$ cat config.mk
export PLATFORM = sky130hd
export DESIGN_NAME = ripple_adder_seq
export DESIGN_NICKNAME = d
export VERILOG_FILES = /design/src/rtl/ripple_adder_seq.sv
export SDC_FILE = /design/constraint.sdc
export NUM_CORES = 1
export LEC_CHECK = 0
export ABC_AREA = 0
export ABC_CLOCK_PERIOD_IN_PS = 3600
export BUFFER_PORTS_ARGS = -buffer_cell sky130_fd_sc_hd__buf_2
export CAP_MARGIN = 10
export CELL_PAD_IN_SITES_DETAIL_PLACEMENT = 1
export CELL_PAD_IN_SITES_GLOBAL_PLACEMENT = 2
export CORE_ASPECT_RATIO = 2
export CORE_MARGIN = 1
export CORE_UTILIZATION = 32
export DETAILED_ROUTE_END_ITERATION = 12
export GPL_TIMING_DRIVEN = 0
export PLACE_DENSITY_LB_ADDON = 0.08
export SKIP_CTS_REPAIR_TIMING = 1
export SLEW_MARGIN = 20
export SYNTH_ARGS = -nofsm -noshare
export SYNTH_HDL_FRONTEND = slang
export SYNTH_HIERARCHICAL = 1
export SYNTH_SLANG_ARGS = --single-unit
$ cat constraint.sdc
create_clock -name clk -period 3.6 [get_ports clk]
set_clock_uncertainty 0.2 [all_clocks]
set_input_delay 0.36 -clock clk [delete_from_list [all_inputs] [get_ports clk]]
set_output_delay 0.36 -clock clk [all_outputs]
set_load 0.03 [all_outputs]
$ cat src/rtl/ripple_adder_seq.sv
// Multi-cycle adder/subtractor that time-shares one 4-bit ripple adder,
// processing one nibble per clock, least significant nibble first.

module ripple_adder (
  input  logic [3:0] A,
  input  logic [3:0] B,
  input  logic       Cin,
  output logic [3:0] Sum,
  output logic       Cout
);

  logic [4:0] w_carry;

  assign w_carry[0] = Cin;

  for (genvar g = 0; g < 4; g++) begin : g_fa
    assign Sum[g]       = A[g] ^ B[g] ^ w_carry[g];
    assign w_carry[g+1] = (A[g] & B[g]) | (w_carry[g] & (A[g] ^ B[g]));
  end

  assign Cout = w_carry[4];

endmodule

module ripple_adder_seq #(
  parameter int NIBBLES = 4
) (
  input  logic                 clk,
  input  logic                 rst,
  input  logic                 in_valid,
  output logic                 in_ready,
  input  logic [4*NIBBLES-1:0] a,
  input  logic [4*NIBBLES-1:0] b,
  input  logic                 cin,
  input  logic                 sub,
  output logic                 out_valid,
  input  logic                 out_ready,
  output logic [4*NIBBLES-1:0] sum,
  output logic                 cout
);

  localparam int W  = 4 * NIBBLES;
  localparam int IW = (NIBBLES > 1) ? $clog2(NIBBLES) : 1;
  localparam logic [IW-1:0] IDX_LAST = IW'(NIBBLES - 1);

  typedef enum logic [1:0] {
    IDLE = 2'd0,
    RUN  = 2'd1,
    DONE = 2'd2
  } state_t;

  state_t r_state;
  state_t w_nextState;

  logic [W-1:0]  r_a;
  logic [W-1:0]  r_b;
  logic          r_c;
  logic [IW-1:0] r_idx;
  logic [W-1:0]  r_sum;
  logic          r_cout;

  logic [3:0] w_aNib;
  logic [3:0] w_bNib;
  logic [3:0] w_sumNib;
  logic       w_coutNib;
  logic       w_lastNib;

  assign w_aNib    = r_a[r_idx*4 +: 4];
  assign w_bNib    = r_b[r_idx*4 +: 4];
  assign w_lastNib = (r_idx == IDX_LAST);

  ripple_adder u_adder (
    .A   (w_aNib),
    .B   (w_bNib),
    .Cin (r_c),
    .Sum (w_sumNib),
    .Cout(w_coutNib)
  );

  always_ff @(posedge clk) begin
    if (rst) begin
      r_state <= IDLE;
    end else begin
      r_state <= w_nextState;
    end
  end

  // Handshake outputs depend on state alone so neither side sees a combinational path.
  always_comb begin
    w_nextState = r_state;
    in_ready    = 1'b0;
    out_valid   = 1'b0;
    case (r_state)
      IDLE: begin
        in_ready = 1'b1;
        if (in_valid) w_nextState = RUN;
      end
      RUN: begin
        if (w_lastNib) w_nextState = DONE;
      end
      DONE: begin
        out_valid = 1'b1;
        if (out_ready) w_nextState = IDLE;
      end
      default: w_nextState = IDLE;
    endcase
  end

  // Subtraction is A + ~B + 1, so the operand inversion and forced carry happen at accept.
  always_ff @(posedge clk) begin
    if (rst) begin
      r_a    <= '0;
      r_b    <= '0;
      r_c    <= 1'b0;
      r_idx  <= '0;
      r_sum  <= '0;
      r_cout <= 1'b0;
    end else begin
      case (r_state)
        IDLE: begin
          if (in_valid) begin
            r_a   <= a;
            r_b   <= sub ? ~b : b;
            r_c   <= sub ? 1'b1 : cin;
            r_idx <= '0;
          end
        end
        RUN: begin
          r_sum[r_idx*4 +: 4] <= w_sumNib;
          r_c                 <= w_coutNib;
          if (w_lastNib) begin
            r_cout <= w_coutNib;
          end else begin
            r_idx <= r_idx + 1'b1;
          end
        end
        default: ;
      endcase
    end
  end

  assign sum  = r_sum;
  assign cout = r_cout;

endmodule

==> results of run 1 <==
final timing paths:
check	to	slack [ns]	start
max	sum[15]	0.20	r_idx[0]
min	r_a[1]	0.1	a[1]
max reg2reg	sum[15]	0.20	r_idx[0]
min reg2reg	sum[15]	0.25	sum[15]
per-stage QoR:
step                worst slack [ns]  std cells  total power (W)  area [um^2]  setup TNS [ns]
floorplan                      0.390        272         0.000834         2550               0
global placement             -0.0916        421         0.000922         2950          -0.220
detailed placement            -0.134        421         0.000927         2950          -0.387
CTS                           -0.161        428          0.00149         3120          -0.496
global route                  0.0189        428          0.00155         3130               0
finish                         0.202        428          0.00147         3130               0
metal layers:
| metal | vias to the layer above | GRT usage | part of all wire |
|---|---|---|---|
| met5 | - | 0 | 0 |
| met4 | 0 | 0.0844 | 0.026 |
| met1 | 1041 | 0.184 | 0.35 |
| li1 | 1057 | - | - |
| met3 | 10 | 0.0355 | 0.028 |
| met2 | 40 | 0.374 | 0.59 |
cell families (layout without fill, tap and decap cells):
family / Yosys count / in the layout / share of synthesized area
compound gates: 56 / 56 / 0.150
xor+xnor: 16 / 16 / 0.0548
fa+ha+maj: 9 / 9 / 0.0558
buf+inv: 41 / 103 / 0.0735
flops: 54 / 54 / 0.423
mux: 8 / 8 / 0.0705
simple gates: 88 / 88 / 0.172
power groups by stage:
stage | Sequential (W) | Combinational, W | Clock (W)
final | 0.000654 | 0.000255 | 0.000563
after global routing | 0.000659 | 0.000284 | 0.000609
after CTS | 0.000654 | 0.000260 | 0.000577
after detailed placement | 0.000667 | 0.000259 | 0
after global placement | 0.000666 | 0.000256 | 0
after floorplan | 0.000666 | 0.000168 | 0
cell usage after synthesis:
cell	count
and2b_1	1
a21oi_2	1
a32oi_1	4
buf_4	5
and4bb_1	1
and3b_1	3
nand2_1	38
nor3b_2	1
buf_2	6
or3b_1	1
a21oi_1	25
o221a_1	1
inv_1	21
mux4_2	8
xnor2_1	16
nand4b_2	1
buf_1	3
nor2_1	23
ha_1	5
or3b_4	1
nand4_1	2
fa_1	4
nor2b_1	1
o32ai_1	8
inv_2	1
a211oi_1	16
nand3_1	5
nor4b_2	1
dfxtp_1	54
clkbuf_1	4
nand3b_1	3
nor3_1	1
o31ai_2	1
nand2b_1	5
buf_6	1
worst min-delay path, cell delays in order:
cell     delay, ns
buf_2         0.09
nand2_1       0.04
a21oi_1       0.05
layout make-up:
type / instances / area share
multi-input cells: 177 / 0.411
plain buffers: 19 / 0.0364
inverters: 22 / 0.0264
flip-flops and latches: 54 / 0.347
clock buffers: 6 / 0.0444
well taps: 94 / 0.0376
clock inverters: 1 / 0.00960
repair buffers: 55 / 0.0880
sequential cells by signal (all words and copies together), names as in the netlist:
signal   flops
r_idx        2
r_state      2
r_c          1
r_b         16
cout         1
sum         16
r_a         16
==> impl_metrics.csv, run 1 <==
group,metric,value,unit
die,dieWidth,65.2,um
sta,tightest_slew,0.685,ns
hold_path,min_path_cells,3,
pwr,p_int,0.00108,W
yosys,post_synth_instance_area,2550,um^2
sta,finalCritPeriodShare,0.944,
die,coreArea,7660,um^2
setup_path,cp.required,3.63,ns
yosys,syn_avg_cell_area,9.39,um^2
pwr,ir_worst_vdd,0.346,mV
pwr,share_seq_of_total_power,0.444,
die,die_h,128,um
setup_path,crit_path_top_delay_cell,"mux4_2",
global_routing,grtUsageTotal,0.191,
sta,period_minus_slack,3.40,ns
yosys,synth_area_leader_cell,"dfxtp_1",
cells_and_area,layout_commonest_cell,"buf_2",
global_routing,grt_pass1_vias,2341,
global_routing,antenna_found_initial,0,
setup_path,path_buf_inv,5,
drt,drc_errors,0,
setup_path,crit_fanout,10,
cells_and_area,diodes,0,
clock_tree,clk_path_buf_depth,2,
place,port_buffers,55,
sta,max_freq,294,MHz
sta,hold_violations,0,
drt,routed_via_density,5.02,
clock_tree,cts_buffers,5,
pwr,switching_share,0.264,
global_routing,grt-ovfl-total,0,
setup_path,path_class,"flop to flop",
setup_path,worstRegToRegCells,12,
sta,rsz0062_at_grt,"false",
cells_and_area,drive_gt1_frac,0.272,
clock_tree,path_clk_slew,0.07,ns
setup_path,max_stage_delay,0.56,ns
sta,holdWs,0.0994,ns
cells_and_area,nFillCells,947,
place,gp_congestion,0.782,
cells_and_area,regArea,1080,um^2
setup_path,crit_chain,"buf_8, mux4_2, fa_1, inv_1, fa_1, inv_1, fa_1, inv_1, fa_1, inv_1, nand3_1, a21oi_1",
pwr,power_frac_clock,0.383,
die,start_util,0.334,
die,rows,45,
drt,wl,7040,um
cells_and_area,fin_util,0.409,
sta,setup_violations,0,
drt,ant_nets,0,
yosys,synth_nets,319,
yosys,netlist.area_leader.share,0.423,
drt,drt-initial-drc-count,56,
yosys,ys_seq_area_frac,0.423,
clock_tree,h-tree-depth,2,
setup_path,critPathTopFamily,"adder cells",
job,maxCapViolations,0,
pwr,p_comb_frac,0.173,
yosys,yosysWarnings,6,
yosys,synth-seq-cells,54,
global_routing,grt_max_degree,16,
hold_path,hold_class,"input pin to flop",
cells_and_area,most-common-layout-cells,"61 x buf_2, 53 x dfxtp_1, 38 x nand2_1, 25 x a21oi_1, 23 x nor2_1",
setup_path,cp_num_cells,12,
die,die-area,8370,um^2
status,status,"finished clean",
yosys,synthTopCellsByArea,"dfxtp_1 42%, mux4_2 7.1%, nand2_1 5.6%, xnor2_1 5.5%, a21oi_1 4.9%",
setup_path,arrival,3.42,ns
pwr,leakagePower,1.26,nW
drt,drtPass1Iterations,6,
setup_path,end_kind,"flop",
cells_and_area,multi_input_area,1290,um^2
pwr,p_per_area,471,nW/um^2
clock_tree,clockRootBuffer,"clkbuf_16",
clock_tree,cts.sinks,54,
clock_tree,tritoncts,"yes",
yosys,syn_inst,272,
sta,relSlewSlack,0.543,
die,num_io_pins,57,
yosys,ys_types,35,
clock_tree,clk_latency,0.29,ns
sta,drv_slew,0,
global_routing,grt_pass1_wl,11700,um
setup_path,start_kind,"flop",
cells_and_area,finalNetCount,381,
drt,wl_per_cell,16.4,um
pwr,power_switching,0.000389,W
cells_and_area,area_growth,22.5,%
drt,routed-via-count,2148,
place,dp_hpwl,5450,um
(Power assumes the default switching activity.)
==> run 2: changes to the inputs <==
--- a/config.mk
+++ b/config.mk
@@ -15,7 +15,6 @@
 export CORE_MARGIN = 1
 export CORE_UTILIZATION = 32
 export DETAILED_ROUTE_END_ITERATION = 12
-export GPL_TIMING_DRIVEN = 0
 export PLACE_DENSITY_LB_ADDON = 0.08
 export SKIP_CTS_REPAIR_TIMING = 1
 export SLEW_MARGIN = 20
==> run 2 against run 1 <==
  * Wire length decreased by 8.9%
  * Non-clock buffer count decreased by 13
  * Via count is 4.4% lower
  * Global-route usage decreased by 2.5 points
  * Design area decreased by 3.4%
  * First-iteration DRC count stayed put
  * Worst setup slack gained 0.33 ns
  * Critical path type unchanged
==> impl_metrics.csv, run 2 (synthesized netlist as in run 1, its figures left out) <==
group,metric,value,unit
status,status,"finished clean",
pwr,leakagePower,1.20,nW
hold_path,min_path_cells,3,
cells_and_area,area_growth,18.4,%
die,die_h,128,um
sta,drv_slew,0,
setup_path,critPathTopFamily,"adder cells",
setup_path,r2r_start,"r_idx[0]",
setup_path,crit_chain,"mux4_2, fa_1, inv_1, fa_1, inv_1, fa_1, inv_1, fa_1, inv_1, nand2b_1, o32ai_1",
die,coreArea,7660,um^2
drt,drt-initial-drc-count,56,
clock_tree,clk_path_buf_depth,2,
setup_path,end_kind,"flop",
clock_tree,cts_buffers,5,
job,maxCapViolations,0,
setup_path,crit_fanout,4,
drt,wl_per_cell,15.4,um
clock_tree,cts.sinks,54,
setup_path,start_kind,"flop",
pwr,ir_worst_vdd,0.248,mV
sta,setup_violations,0,
clock_tree,h-tree-depth,2,
sta,tightest_slew,0.675,ns
setup_path,max_stage_delay,0.54,ns
place,placed_area,2890,um^2
drt,drtPass1Iterations,4,
die,die-area,8370,um^2
place,gp_congestion,0.774,
hold_path,hp-start,"a[1]",
sta,rsz0062_at_grt,"false",
place,dp_hpwl,5040,um
cells_and_area,most-common-layout-cells,"56 x buf_2, 54 x dfxtp_1, 38 x nand2_1, 25 x a21oi_1, 23 x nor2_1",
drt,wl,6410,um
clock_tree,tritoncts,"yes",
die,rows,45,
sta,tns,0,ns
die,start_util,0.334,
setup_path,crit_path_top_delay_cell,"mux4_2",
setup_path,r2r_end,"sum[11]",
sta,finalCritPeriodShare,0.852,
drt,ant_nets,0,
global_routing,grtUsageTotal,0.166,
cells_and_area,drive_gt1_frac,0.252,
cells_and_area,diodes,0,
sta,relSlewSlack,0.550,
hold_path,worstHoldEndpoint,"r_a[1]",
cells_and_area,finalNetCount,368,
pwr,switching_share,0.271,
global_routing,grt_pass1_wl,10200,um
pwr,p_per_area,448,nW/um^2
pwr,p_comb_frac,0.174,
cells_and_area,regArea,1080,um^2
setup_path,arrival,3.06,ns
sta,hold_violations,0,
global_routing,antenna_found_initial,0,
sta,period_minus_slack,3.07,ns
drt,routed_via_density,4.95,
clock_tree,clk_latency,0.29,ns
global_routing,grt_pass1_vias,2036,
die,dieWidth,65.2,um
pwr,share_seq_of_total_power,0.484,
cells_and_area,nFillCells,952,
hold_path,hold_class,"input pin to flop",
global_routing,grt-ovfl-total,0,
drt,routed-via-count,2053,
setup_path,r2r_setup_slack,0.53,ns
sta,holdWs,0.0972,ns
place,port_buffers,56,
drt,drc_errors,0,
cells_and_area,layout_commonest_cell,"buf_2",
cells_and_area,final_design_area_no_fill,3020,um^2
global_routing,grt_max_degree,49,
setup_path,cp.required,3.60,ns
pwr,power_frac_clock,0.342,
pwr,p_int,0.000988,W
clock_tree,path_clk_slew,0.07,ns
cells_and_area,multi_input_area,1290,um^2
cells_and_area,final_cells,415,
die,num_io_pins,57,
place,placedCellCount,408,
setup_path,path_class,"flop to flop",
pwr,power_switching,0.000368,W
setup_path,path_buf_inv,4,
clock_tree,clockRootBuffer,"clkbuf_16",
cells_and_area,fin_util,0.395,
setup_path,worstRegToRegCells,11,
sta,max_freq,326,MHz
## run 2: cell count changes in the layout (fill, tap and decap cells not counted)
| cell | delta |
|---|---|
| nor3b_4 | +1 |
| buf_6 | -1 |
| nor3b_2 | -1 |
| bufinv_16 | -1 |
| dfxtp_1 | +1 |
| clkbuf_2 | -1 |
| buf_8 | -1 |
| dfxtp_4 | -1 |
| buf_4 | +1 |
| buf_1 | -3 |
| clkbuf_1 | -1 |
| buf_2 | -5 |
| clkbuf_8 | -1 |
## run 2: worst max-delay path by stage
stage / startpoint / endpoint / slack, ns / cells past startpoint
after global routing: r_idx[0] / sum[7] / 0.33 / 11
after floorplan: r_idx[0] / sum[15] / 0.39 / 12
after global placement: r_idx[0] / sum[15] / 0.57 / 11
after CTS: r_idx[0] / sum[15] / 0.51 / 11
after detailed placement: r_idx[0] / sum[15] / 0.53 / 11
final: r_idx[0] / sum[11] / 0.53 / 11
## run 2: final cells by class
class	count	share of cell area
sequential	54	0.357
inverter	22	0.0273
clock buffer	7	0.0439
multi-input combinational	177	0.427
timing repair buffer	61	0.105
tap	94	0.0389
## run 2: stage by stage
| step | power, W | worst slack, ns |
|---|---|---|
| after floorplan | 0.000834 | 0.390 |
| after global placement | 0.000909 | 0.568 |
| after detailed placement | 0.000911 | 0.529 |
| after CTS | 0.00138 | 0.514 |
| after global routing | 0.00143 | 0.331 |
| final | 0.00136 | 0.534 |
## run 2: worst register-to-register path: cells and delay by family, from the launching register on
kind / cells / cell delay (ns)
adders and majority gates: 4 / 1.33
muxes: 1 / 0.54
DFF: 1 / 0.41
buffers and inverters: 4 / 0.30
AOI/OAI and AO/OA: 1 / 0.11
and+or+nand+nor: 1 / 0.08
## run 2: layer usage
layer  GRT usage  wire length (um)
met1       0.156              2280
met2       0.312              3700
met3      0.0310               159
met4       0.109               273
met5           0                 0
## run 2: power groups by stage
stage | clock [W] | combinational, W | sequential, W
detailed placement | 0 | 0.000240 | 0.000671
floorplan | 0 | 0.000168 | 0.000666
global route | 0.000502 | 0.000264 | 0.000661
finish | 0.000464 | 0.000236 | 0.000656
global placement | 0 | 0.000239 | 0.000670
CTS | 0.000483 | 0.000241 | 0.000657
